### src/rtl/mem_arbiter_pkg.sv
// Shared types and constants for the instruction/data memory arbiter.
// Latency: n/a (declarations only).
// Backpressure: n/a.
package mem_arbiter_pkg;

    localparam int ADDR_W_DEF = 8;
    localparam int DATA_W_DEF = 32;
    localparam int CNT_W      = 16;

    typedef enum logic [1:0] {
        ST_IDLE     = 2'd0,
        ST_GRANT_IF = 2'd1,
        ST_GRANT_D  = 2'd2,
        ST_RESP     = 2'd3
    } state_e;

    // Saturating increment: sticks at all-ones instead of wrapping.
    function automatic logic [CNT_W-1:0] sat_inc(input logic [CNT_W-1:0] v);
        return (&v) ? v : v + 1'b1;
    endfunction

endpackage

### src/rtl/mem_arbiter_if.sv
// Bundles the fetch port, data port and single-port memory bus of the arbiter.
// Latency: n/a (wires only).
// Backpressure: requests are held until the matching valid pulse.
// Ports: slave = arbiter view, master = core + memory view.
interface mem_arbiter_if
    import mem_arbiter_pkg::*;
#(
    parameter int ADDR_W = ADDR_W_DEF,
    parameter int DATA_W = DATA_W_DEF
);
    logic              if_req;
    logic [ADDR_W-1:0] if_addr;
    logic [DATA_W-1:0] if_rdata;
    logic              if_valid;

    logic              d_req;
    logic              d_we;
    logic [ADDR_W-1:0] d_addr;
    logic [DATA_W-1:0] d_wdata;
    logic [DATA_W-1:0] d_rdata;
    logic              d_valid;

    logic              mem_en;
    logic              mem_we;
    logic [ADDR_W-1:0] mem_addr;
    logic [DATA_W-1:0] mem_wdata;
    logic [DATA_W-1:0] mem_rdata;

    modport slave (
        input  if_req, if_addr,
        output if_rdata, if_valid,
        input  d_req, d_we, d_addr, d_wdata,
        output d_rdata, d_valid,
        output mem_en, mem_we, mem_addr, mem_wdata,
        input  mem_rdata
    );

    modport master (
        output if_req, if_addr,
        input  if_rdata, if_valid,
        output d_req, d_we, d_addr, d_wdata,
        input  d_rdata, d_valid,
        input  mem_en, mem_we, mem_addr, mem_wdata,
        output mem_rdata
    );

endinterface

### src/rtl/mem_arbiter_rr_pick2.sv
// Two-way round-robin pick: maps fetch/data requests and the priority bit to a one-hot grant.
// Latency: combinational.
// Backpressure: none; a lone request always wins, prio_d breaks ties.
// Ports: req_if, req_d in; prio_d in (1 = data wins a tie); gnt out ({data, fetch}).
module rr_pick2 (
    input  logic       req_if,
    input  logic       req_d,
    input  logic       prio_d,
    output logic [1:0] gnt
);

    always_comb begin
        gnt = 2'b00;
        if (req_if && req_d) begin
            gnt = prio_d ? 2'b10 : 2'b01;
        end else if (req_d) begin
            gnt = 2'b10;
        end else if (req_if) begin
            gnt = 2'b01;
        end
    end

endmodule

### src/rtl/mem_arbiter.sv
// Arbitrates a fetch port and a data port onto one single-port synchronous memory.
// Latency: grant to valid is 2 cycles; one access per 3 cycles at most.
// Backpressure: requesters hold req until valid; stall tells the core to hold.
// Ports: clk, rst (sync, active-high); bus (fetch/data/memory signals);
//        stall (core hold); conflict_cnt (saturating count of contested grants).
module mem_arbiter
    import mem_arbiter_pkg::*;
#(
    parameter int ADDR_W = ADDR_W_DEF,
    parameter int DATA_W = DATA_W_DEF
) (
    input  logic             clk,
    input  logic             rst,
    mem_arbiter_if.slave     bus,
    output logic             stall,
    output logic [CNT_W-1:0] conflict_cnt
);

    state_e            state_q, state_d;
    logic              prio_d_q, prio_d_d;   // 1: data port wins the next tie
    logic              port_d_q, port_d_d;   // in-flight access belongs to the data port
    logic              we_q, we_d;           // in-flight data access is a store
    logic [DATA_W-1:0] if_rdata_q, if_rdata_d;
    logic [DATA_W-1:0] d_rdata_q, d_rdata_d;
    logic [CNT_W-1:0]  conflict_cnt_q, conflict_cnt_d;

    logic              if_valid;
    logic              d_valid;
    logic              elig_if;
    logic              elig_d;
    logic [1:0]        gnt;

    logic              mem_en;
    logic              mem_we;
    logic [ADDR_W-1:0] mem_addr;
    logic [DATA_W-1:0] mem_wdata;

    // Valid pulses come straight from the RESP state, so a reset that lands
    // before RESP drops the pending completion.
    assign if_valid = (state_q == ST_RESP) && !port_d_q;
    assign d_valid  = (state_q == ST_RESP) &&  port_d_q;

    // A port whose valid is high this cycle has just been served; its req
    // only counts again from the next cycle.
    assign elig_if = bus.if_req && !if_valid;
    assign elig_d  = bus.d_req  && !d_valid;

    rr_pick2 u_pick (
        .req_if (elig_if),
        .req_d  (elig_d),
        .prio_d (prio_d_q),
        .gnt    (gnt)
    );

    always_comb begin
        state_d        = state_q;
        prio_d_d       = prio_d_q;
        port_d_d       = port_d_q;
        we_d           = we_q;
        if_rdata_d     = if_rdata_q;
        d_rdata_d      = d_rdata_q;
        conflict_cnt_d = conflict_cnt_q;
        mem_en         = 1'b0;
        mem_we         = 1'b0;
        mem_addr       = '0;
        mem_wdata      = '0;

        case (state_q)
            ST_IDLE: begin
                // No new access is launched while reset is held.
                if (!rst && (gnt != 2'b00)) begin
                    mem_en = 1'b1;
                    if (gnt[1]) begin
                        mem_we    = bus.d_we;
                        mem_addr  = bus.d_addr;
                        mem_wdata = bus.d_we ? bus.d_wdata : '0;
                        we_d      = bus.d_we;
                        port_d_d  = 1'b1;
                        prio_d_d  = 1'b0;
                        state_d   = ST_GRANT_D;
                    end else begin
                        mem_addr  = bus.if_addr;
                        we_d      = 1'b0;
                        port_d_d  = 1'b0;
                        prio_d_d  = 1'b1;
                        state_d   = ST_GRANT_IF;
                    end
                    if (elig_if && elig_d) begin
                        conflict_cnt_d = sat_inc(conflict_cnt_q);
                    end
                end
            end
            ST_GRANT_IF: begin
                if_rdata_d = bus.mem_rdata;
                state_d    = ST_RESP;
            end
            ST_GRANT_D: begin
                // Stores leave d_rdata untouched.
                if (!we_q) begin
                    d_rdata_d = bus.mem_rdata;
                end
                state_d = ST_RESP;
            end
            ST_RESP: begin
                state_d = ST_IDLE;
            end
            default: begin
                state_d = ST_IDLE;
            end
        endcase
    end

    always_ff @(posedge clk) begin
        if (rst) begin
            state_q        <= ST_IDLE;
            prio_d_q       <= 1'b1;
            port_d_q       <= 1'b0;
            we_q           <= 1'b0;
            if_rdata_q     <= '0;
            d_rdata_q      <= '0;
            conflict_cnt_q <= '0;
        end else begin
            state_q        <= state_d;
            prio_d_q       <= prio_d_d;
            port_d_q       <= port_d_d;
            we_q           <= we_d;
            if_rdata_q     <= if_rdata_d;
            d_rdata_q      <= d_rdata_d;
            conflict_cnt_q <= conflict_cnt_d;
        end
    end

    assign bus.if_rdata  = if_rdata_q;
    assign bus.if_valid  = if_valid;
    assign bus.d_rdata   = d_rdata_q;
    assign bus.d_valid   = d_valid;
    assign bus.mem_en    = mem_en;
    assign bus.mem_we    = mem_we;
    assign bus.mem_addr  = mem_addr;
    assign bus.mem_wdata = mem_wdata;

    assign stall        = (bus.if_req && !if_valid) || (bus.d_req && !d_valid);
    assign conflict_cnt = conflict_cnt_q;

endmodule

### src/flat_wrapper.sv
// flat-port wrapper written by rule: the top's interface ports become plain ports
module mem_arbiter_flat import mem_arbiter_pkg::*;
#(
    parameter int ADDR_W = ADDR_W_DEF,
    parameter int DATA_W = DATA_W_DEF
)
  (clk, rst, stall, conflict_cnt, bus_if_req, bus_if_addr, bus_if_rdata, bus_if_valid, bus_d_req, bus_d_we, bus_d_addr, bus_d_wdata, bus_d_rdata, bus_d_valid, bus_mem_en, bus_mem_we, bus_mem_addr, bus_mem_wdata, bus_mem_rdata);
  mem_arbiter_if #(.ADDR_W(ADDR_W), .DATA_W(DATA_W)) bus_i ();
  input  logic clk;
  input  logic rst;
  output logic stall;
  output logic [CNT_W-1:0] conflict_cnt;
  input wire logic [$bits(bus_i.if_req)-1:0] bus_if_req;
  input wire logic [$bits(bus_i.if_addr)-1:0] bus_if_addr;
  output wire logic [$bits(bus_i.if_rdata)-1:0] bus_if_rdata;
  output wire logic [$bits(bus_i.if_valid)-1:0] bus_if_valid;
  input wire logic [$bits(bus_i.d_req)-1:0] bus_d_req;
  input wire logic [$bits(bus_i.d_we)-1:0] bus_d_we;
  input wire logic [$bits(bus_i.d_addr)-1:0] bus_d_addr;
  input wire logic [$bits(bus_i.d_wdata)-1:0] bus_d_wdata;
  output wire logic [$bits(bus_i.d_rdata)-1:0] bus_d_rdata;
  output wire logic [$bits(bus_i.d_valid)-1:0] bus_d_valid;
  output wire logic [$bits(bus_i.mem_en)-1:0] bus_mem_en;
  output wire logic [$bits(bus_i.mem_we)-1:0] bus_mem_we;
  output wire logic [$bits(bus_i.mem_addr)-1:0] bus_mem_addr;
  output wire logic [$bits(bus_i.mem_wdata)-1:0] bus_mem_wdata;
  input wire logic [$bits(bus_i.mem_rdata)-1:0] bus_mem_rdata;
  assign bus_i.if_req = bus_if_req;
  assign bus_i.if_addr = bus_if_addr;
  assign bus_if_rdata = bus_i.if_rdata;
  assign bus_if_valid = bus_i.if_valid;
  assign bus_i.d_req = bus_d_req;
  assign bus_i.d_we = bus_d_we;
  assign bus_i.d_addr = bus_d_addr;
  assign bus_i.d_wdata = bus_d_wdata;
  assign bus_d_rdata = bus_i.d_rdata;
  assign bus_d_valid = bus_i.d_valid;
  assign bus_mem_en = bus_i.mem_en;
  assign bus_mem_we = bus_i.mem_we;
  assign bus_mem_addr = bus_i.mem_addr;
  assign bus_mem_wdata = bus_i.mem_wdata;
  assign bus_i.mem_rdata = bus_mem_rdata;
  mem_arbiter #(.ADDR_W(ADDR_W), .DATA_W(DATA_W)) u_core (.clk(clk), .rst(rst), .bus(bus_i), .stall(stall), .conflict_cnt(conflict_cnt));
endmodule
### config.mk
export PLATFORM = sky130hd
export DESIGN_NAME = mem_arbiter_flat
export DESIGN_NICKNAME = d
export VERILOG_FILES = /design/src/rtl/mem_arbiter_pkg.sv /design/src/rtl/mem_arbiter_if.sv /design/src/rtl/mem_arbiter_rr_pick2.sv /design/src/rtl/mem_arbiter.sv /design/src/flat_wrapper.sv
export SDC_FILE = /design/constraint.sdc
export NUM_CORES = 1
export LEC_CHECK = 0
export ABC_CLOCK_PERIOD_IN_PS = 5900
export CAP_MARGIN = 20
export CORE_AREA = 2 2 97 99
export DETAILED_ROUTE_END_ITERATION = 7
export DIE_AREA = 0 0 99 101
export HOLD_SLACK_MARGIN = 0.03
export PLACE_DENSITY = 0.82
export SLEW_MARGIN = 20
export SYNTH_ARGS = -nofsm -noshare
export SYNTH_HDL_FRONTEND = slang
export SYNTH_HIERARCHICAL = 1
export SYNTH_SLANG_ARGS = --single-unit
### constraint.sdc
create_clock -name clk -period 5.9 [get_ports clk]
set_input_delay 1.18 -clock clk [delete_from_list [all_inputs] [get_ports clk]]
set_output_delay 1.18 -clock clk [all_outputs]
set_load 0.05 [all_outputs]
## Word level (Yosys, flattened, before mapping)

Index checks and enable logic that the tools add are counted.
Widths: inputs -> output; s select.

| storage, ports and cells | value |
|---|---|
| flip-flop bits (word level) | 85 |
| latch bits | 0 |
| memory bits (writable) | 0 |
| memory bits (read-only) | 0 |
| input bits | 85 |
| output and inout bits | 125 |
| logic and storage cells | 53 |
| memories kept | 0 |

| operators by class | value |
|---|---|
| $add $sub $neg | 1 |
| multiply operators | 0 |
| divide/modulo/power cells | 0 |
| $lt $le $gt $ge | 0 |
| equality and inequality tests | 4 |
| shift-type cells | 0 |
| muxes and demuxes | 21 |
| bitwise gates (word level) | 2 |
| reductions and logical operators | 18 |

Operator list:

| kind | number |
|---|---|
| $mux 32 | 4 |
| $mux 8 | 3 |
| $add 16x1->16 const B | 1 |
| $reduce_and 16->1 | 1 |
| $mux 2 | 5 |
| $mux 1 | 8 |
| $logic_and 1x1->1 | 6 |
| $pmux 2 s3 | 1 |
| $eq 2x2->1 const B | 2 |
| $logic_not 1->1 | 4 |
| $reduce_and 2->1 | 2 |
| $reduce_and 4->1 | 1 |
| $eq 2x1->1 const B | 1 |
| $logic_not 2->1 | 1 |
| $ne 2x1->1 const B | 1 |
| $not 1->1 | 2 |
| $reduce_bool 2->1 | 1 |
| $reduce_or 2->1 | 1 |
| $logic_or 1x1->1 | 1 |

## Longest topological paths before layout

Gate-level depths: netlist (run 1).

| logic depth | value |
|---|---|
| depth in word-level cells | 11 |
| depth in mapped cells | 12 |
| gate-level depth less buffers | 10 |

## Cells and area by module

Netlist (run 1), hierarchy kept.

By module, submodules not included:

| module | times used | cells each | area each (sq um) | sequential area each (sq um) |
|---|---|---|---|---|
| mem_arbiter | 1 | 422 | 3593.4 | 1701.6 |
| rr_pick2 | 1 | 3 | 18.8 | 0.0 |

## Worst setup path before layout (run 1)

OpenSTA, ideal clock, no wires.

| timing | value |
|---|---|
| path type | reg-to-output |
| start | register u_core.state_q[1] |
| end | output bus_mem_wdata[23] |
| arrival time | 3953 ps |
| required time | 4720 ps |
| setup slack | 767 ps |
| cell stages (with the launch flop) | 12 |
| buffers on the path | 2 |
| cells stage by stage | dfxtp_1 -> ha_1 -> nor2b_1 -> nor2b_1 -> a21boi_1 -> nor2_1 -> or2_2 -> inv_1 -> and3_1 -> clkbuf_1 -> clkbuf_1 -> and2_1 |

| between the ends | value |
|---|---|
| elaborated cells on any way between the ends | 17 |
| those cells by class | eq/ne (1); mux (6); reduce/logical (10) |

RTL lines:

| item | line | text |
|---|---|---|
| start: declaration | mem_arbiter.sv:19 | `state_e state_q, state_d;` |
| start signal: assignment | mem_arbiter.sv:123 | `state_q <= state_d;` |
| $eq 2x2->1 (*) | mem_arbiter.sv:40 | `assign if_valid = (state_q == ST_RESP) && !port_d_q;` |
| $logic_and 1x1->1 (*) | mem_arbiter.sv:40 |  |
| named net bus_if_valid | flat_wrapper.sv:16 | `output wire logic [$bits(bus_i.if_valid)-1:0] bus_if_valid;` |
| $logic_not 1->1 (*) | mem_arbiter.sv:45 | `assign elig_if = bus.if_req && !if_valid;` |
| $logic_and 1x1->1 (*) | mem_arbiter.sv:45 |  |
| named net u_core.elig_if | mem_arbiter.sv:29 | `logic elig_if;` |
| $logic_and 1x1->1 (*) | mem_arbiter_rr_pick2.sv:14 | `if (req_if && req_d) begin` |
| $mux 2 (*) | mem_arbiter_rr_pick2.sv:14 |  |
| named net u_core.gnt[1] | mem_arbiter.sv:31 | `logic [1:0] gnt;` |
| $reduce_bool 2->1 | mem_arbiter.sv:71 | `if (!rst && (gnt != 2'b00)) begin` |
| $logic_and 1x1->1 | mem_arbiter.sv:71 |  |
| $mux 32 (*) | mem_arbiter.sv:71 |  |
| $mux 32 (*) | mem_arbiter.sv:68 | `case (state_q)` |
| end: declaration | flat_wrapper.sv:26 | `output wire logic [$bits(bus_i.mem_wdata)-1:0] bus_mem_wdata;` |

The timed path passes the listed nets; every way through them passes the cells marked *.

## Final worst setup path (run 1)

| timing | value |
|---|---|
| start | input bus_d_req |
| end | output bus_mem_wdata[28] |

| between the ends | value |
|---|---|
| cells in the longest elaborated chain, start to end | 7 |
| elaborated cells on any way between the ends | 9 |
| those cells by class | mux (5); reduce/logical (4) |

RTL lines:

| item | line | text |
|---|---|---|
| start: declaration | flat_wrapper.sv:17 | `input wire logic [$bits(bus_i.d_req)-1:0] bus_d_req;` |
| $logic_and 1x1->1 (*) | mem_arbiter.sv:46 | `assign elig_d = bus.d_req && !d_valid;` |
| named net u_core.elig_d | mem_arbiter.sv:30 | `logic elig_d;` |
| $mux 2 / $logic_and 1x1->1 (equally long branches) | mem_arbiter_rr_pick2.sv:16, mem_arbiter_rr_pick2.sv:14 |  |
| $mux 2 (*) | mem_arbiter_rr_pick2.sv:14 |  |
| named net u_core.gnt[1] | mem_arbiter.sv:31 |  |
| $reduce_bool 2->1 | mem_arbiter.sv:71 |  |
| $logic_and 1x1->1 | mem_arbiter.sv:71 |  |
| $mux 32 (*) | mem_arbiter.sv:71 |  |
| $mux 32 (*) | mem_arbiter.sv:68 |  |

Marked as above.

==> results of run 1 <==
## cell usage after synthesis, drive strengths merged (3+ instances only)
library cell | count | share of area, %
nor2 | 60 | 6.2
nand3 | 10 | 1.4
nor4 | 6 | 1.2
buf | 7 | 0.73
a21oi | 39 | 5.4
nor3 | 4 | 0.55
mux2i | 42 | 12
nand4 | 3 | 0.52
ha | 5 | 1.7
and2 | 33 | 5.7
o21ai | 3 | 0.42
nor2b | 4 | 0.69
nand2 | 68 | 7.1
xnor2 | 11 | 2.7
clkbuf | 20 | 2.1
dfxtp | 85 | 47
inv | 5 | 0.52
## through the flow
step	instances	power [W]	cell area, um^2
after detailed placement	722	0.00185	6080
final	738	0.00232	6320
after CTS	738	0.00234	6320
after floorplan	425	0.00145	3610
after global placement	722	0.00183	6080
after global routing	738	0.00243	6320
## worst max-delay path, cell delays in order
cell and delay (ns):
clkdlybuf4s50_1 0.47, nor2b_1 0.19, a21boi_1 0.18, buf_4 0.24, nor2_1 0.09, or2_2 0.39, inv_1 0.14, and3_1 0.77
and2_1 0.31, buf_12 0.16
## per-layer routing
| layer | routed length (um) | global-route usage (%) | vias to the layer above |
|---|---|---|---|
| li1 | - | - | 1797 |
| met1 | 4260 | 23.1 | 1686 |
| met2 | 6200 | 42.6 | 133 |
| met3 | 930 | 8.74 | 13 |
| met4 | 146 | 6.43 | 0 |
| met5 | 0 | 0 | - |
## worst min-delay path by stage
stage | to | slack, ns | cells after the start
2_1_floorplan | u_core/prio_d_q$_SDFFE_PP1P_ | 0.46 | 1
3_3_place_gp | u_core/bus.d_rdata[8]$_SDFFE_PP0P_ | 0.44 | 2
3_5_place_dp | u_core/bus.d_rdata[31]$_SDFFE_PP0P_ | 0.45 | 2
4_1_cts | u_core/bus.d_rdata[31]$_SDFFE_PP0P_ | 0.46 | 2
5_1_grt | u_core/bus.d_rdata[31]$_SDFFE_PP0P_ | 0.47 | 2
6_report | u_core/bus.d_rdata[31]$_SDFFE_PP0P_ | 0.46 | 2
## kinds of logic after synthesis
kind of cell | count (synthesis)
xor gates and xnor gates | 12
and+or+nand+nor | 202
adders and majority gates | 5
buffers and inverters | 32
DFF | 85
muxes | 42
AOI/OAI and AO/OA | 47
## final cells by class
type / count / area (um^2)
Fill cell: 670 / 2660
Sequential cell: 85 / 1700
Tap cell: 111 / 139
Inverter: 5 / 18.8
Clock inverter: 5 / 88.8
Timing Repair Buffer: 213 / 2420
Multi-Input combinational cell: 308 / 1800
Clock buffer: 11 / 151
## cell usage in the layout (no fill, tap or decap), types with 3 or more instances in the layout
cell / netlist / routed
buf_12: 0 / 33
nand2_1: 68 / 68
inv_1: 5 / 5
xnor2_1: 11 / 11
clkbuf_8: 0 / 11
mux2i_1: 42 / 42
clkdlybuf4s50_1: 0 / 166
nor4_1: 5 / 5
dfxtp_1: 85 / 85
nor3_1: 4 / 4
nand4_1: 3 / 3
o21ai_0: 3 / 3
a21oi_1: 39 / 39
nor2_1: 60 / 60
nor2b_1: 4 / 3
buf_4: 0 / 13
nand3_1: 10 / 10
ha_1: 5 / 4
and2_1: 33 / 33
## where the power goes
part           switching [W]  internal [W]  leakage [nW]
logic               0.000709      0.000396          1.54
clock network       0.000218      0.000268         0.122
registers          0.0000570      0.000675         0.691
total               0.000984       0.00134          2.35
## flip-flops by register name, indices dropped and copies added, names as in the netlist
register / flops
u_core/bus.d_rdata: 32
u_core/bus.if_rdata: 32
u_core/conflict_cnt: 16
u_core/port_d_q: 1
u_core/prio_d_q: 1
u_core/state_q: 2
u_core/we_q: 1
==> out/metrics.yaml, run 1 <==
floorplan:
  core_area_mm2: 0.00898
  die_area_mm2: 0.0100
  start_util_pct: 40.2
  die_x_um: 99
  io_pins: 210
  placementRows: 35
  die_h_um: 101
route:
  first_pass_iters: 4
  drc: 0
  dr.first_iter.drc_count: 101
  wire_per_inst_um: 15.6
  viasPerCell: 4.92
  drtAntennaViolNets: 0
  routed_wl_um: 11500
  vias: 3629
synthesis:
  yosysSeqAreaShare_pct: 47.1
  synthAdderAreaFrac_pct: 1.73
  synthSimpleGateAreaFrac_pct: 26.3
  synth_top_family_by_area: "simple AND/OR/NAND/NOR gates"
  synth_cells: 425
  synth_compound_area_share_pct: 6.96
  yosysUniqueCellTypes: 31
  synth_area_mm2: 0.00361
  synthArstFlopShare_pct: 0
  syn-num-nets: 515
  synth-edff-count: 0
  synth-main-ff-cell: "dfxtp_1"
  avgSynthCellArea_um2: 8.50
  yosys_warnings: 6
  synth_xor_area_share_pct: 2.91
  synthMuxAreaShare_pct: 11.6
  ys_ff_latch: 85
sta:
  clock_skew_ns: 0.0128
  tns_ns: 0
  maxSlewViolCount: 0
  whs_ns: 0.458
  min_period_ns: 5.29
  tightest_slew_ns: 1.06
  finalCritPeriodShare_pct: 89.7
  rsz0062_at_grt: "no"
  setup_viol: 0
  worst_slack_ns: 0.607
  hold_viol: 0
  timing.fmax_mhz: 189
  worst_slew_margin_rel_pct: 29.1
finish:
  n_antenna_cell: 0
  fin_util_pct: 70.4
  area_growth_pct: 75.0
  drive_gt1_share_pct: 11.3
  nets: 712
cts:
  cts_hold_buffers: 0
  clkTransAtPathRegs_ns: 0.09
  clock_sinks: 85
  cts_resized: 0
  htreeDepth: 3
  cts_buffers: 9
  clock_latency_ns: 0.35
  cts_setup_buffers: 0
  root_buffer: "clkbuf_8"
  cts_tree: "yes"
  clk_path_buf_depth: 2
global_route:
  grt_pass1_wl_um: 18000
  grt_pass1_vias: 3701
  antenna_found_initial: 0
  track_usage_pct: 22.6
  grt_max_degree: 86
  grt_remaining_overflow: 0
placement:
  port-buffer-count: 209
  detailedPlace.worstSlack_ns: 0.605
  dpl.hpwl_um: 8740
  gp_congestion: 0.817
flow_run:
  drv_cap: 0
critical_path:
  cp_max_fo: 34
  crit_path_end_kind: "primary output"
  start_kind: "input pin"
  startpoint: "bus_d_req"
  path_class: "input pin to primary output"
  crit_arrival_ns: 4.11
  rr_worst_depth: 10
  cp-endpoint: "bus_mem_wdata[28]"
  r2r_start: "u_core/state_q[0]$_SDFFE_PP0P_"
  reg2reg_to: "u_core/conflict_cnt[13]$_SDFFE_PP0P_"
  r2r_slack_ns: 2.78
  cp_data_required_time_ns: 4.72
run_status:
  status: "complete, no violations"
min_path:
  min_path_type: "register to register"
  hold_path_startpoint: "u_core/bus.d_rdata[31]$_SDFFE_PP0P_"
power_and_ir_drop:
  ir_drop_mv: 0.225
  leakage_nw: 2.35
  power_density_mw_per_mm2: 368
(Power assumes the default switching activity.)
==> run 2: changes to the inputs <==
GPL_ROUTABILITY_DRIVEN = 0   (was not set)
TNS_END_PERCENT = 50   (was not set)
==> results of run 2 <==
Final layout, timing and power as in run 1 (identical DEF).
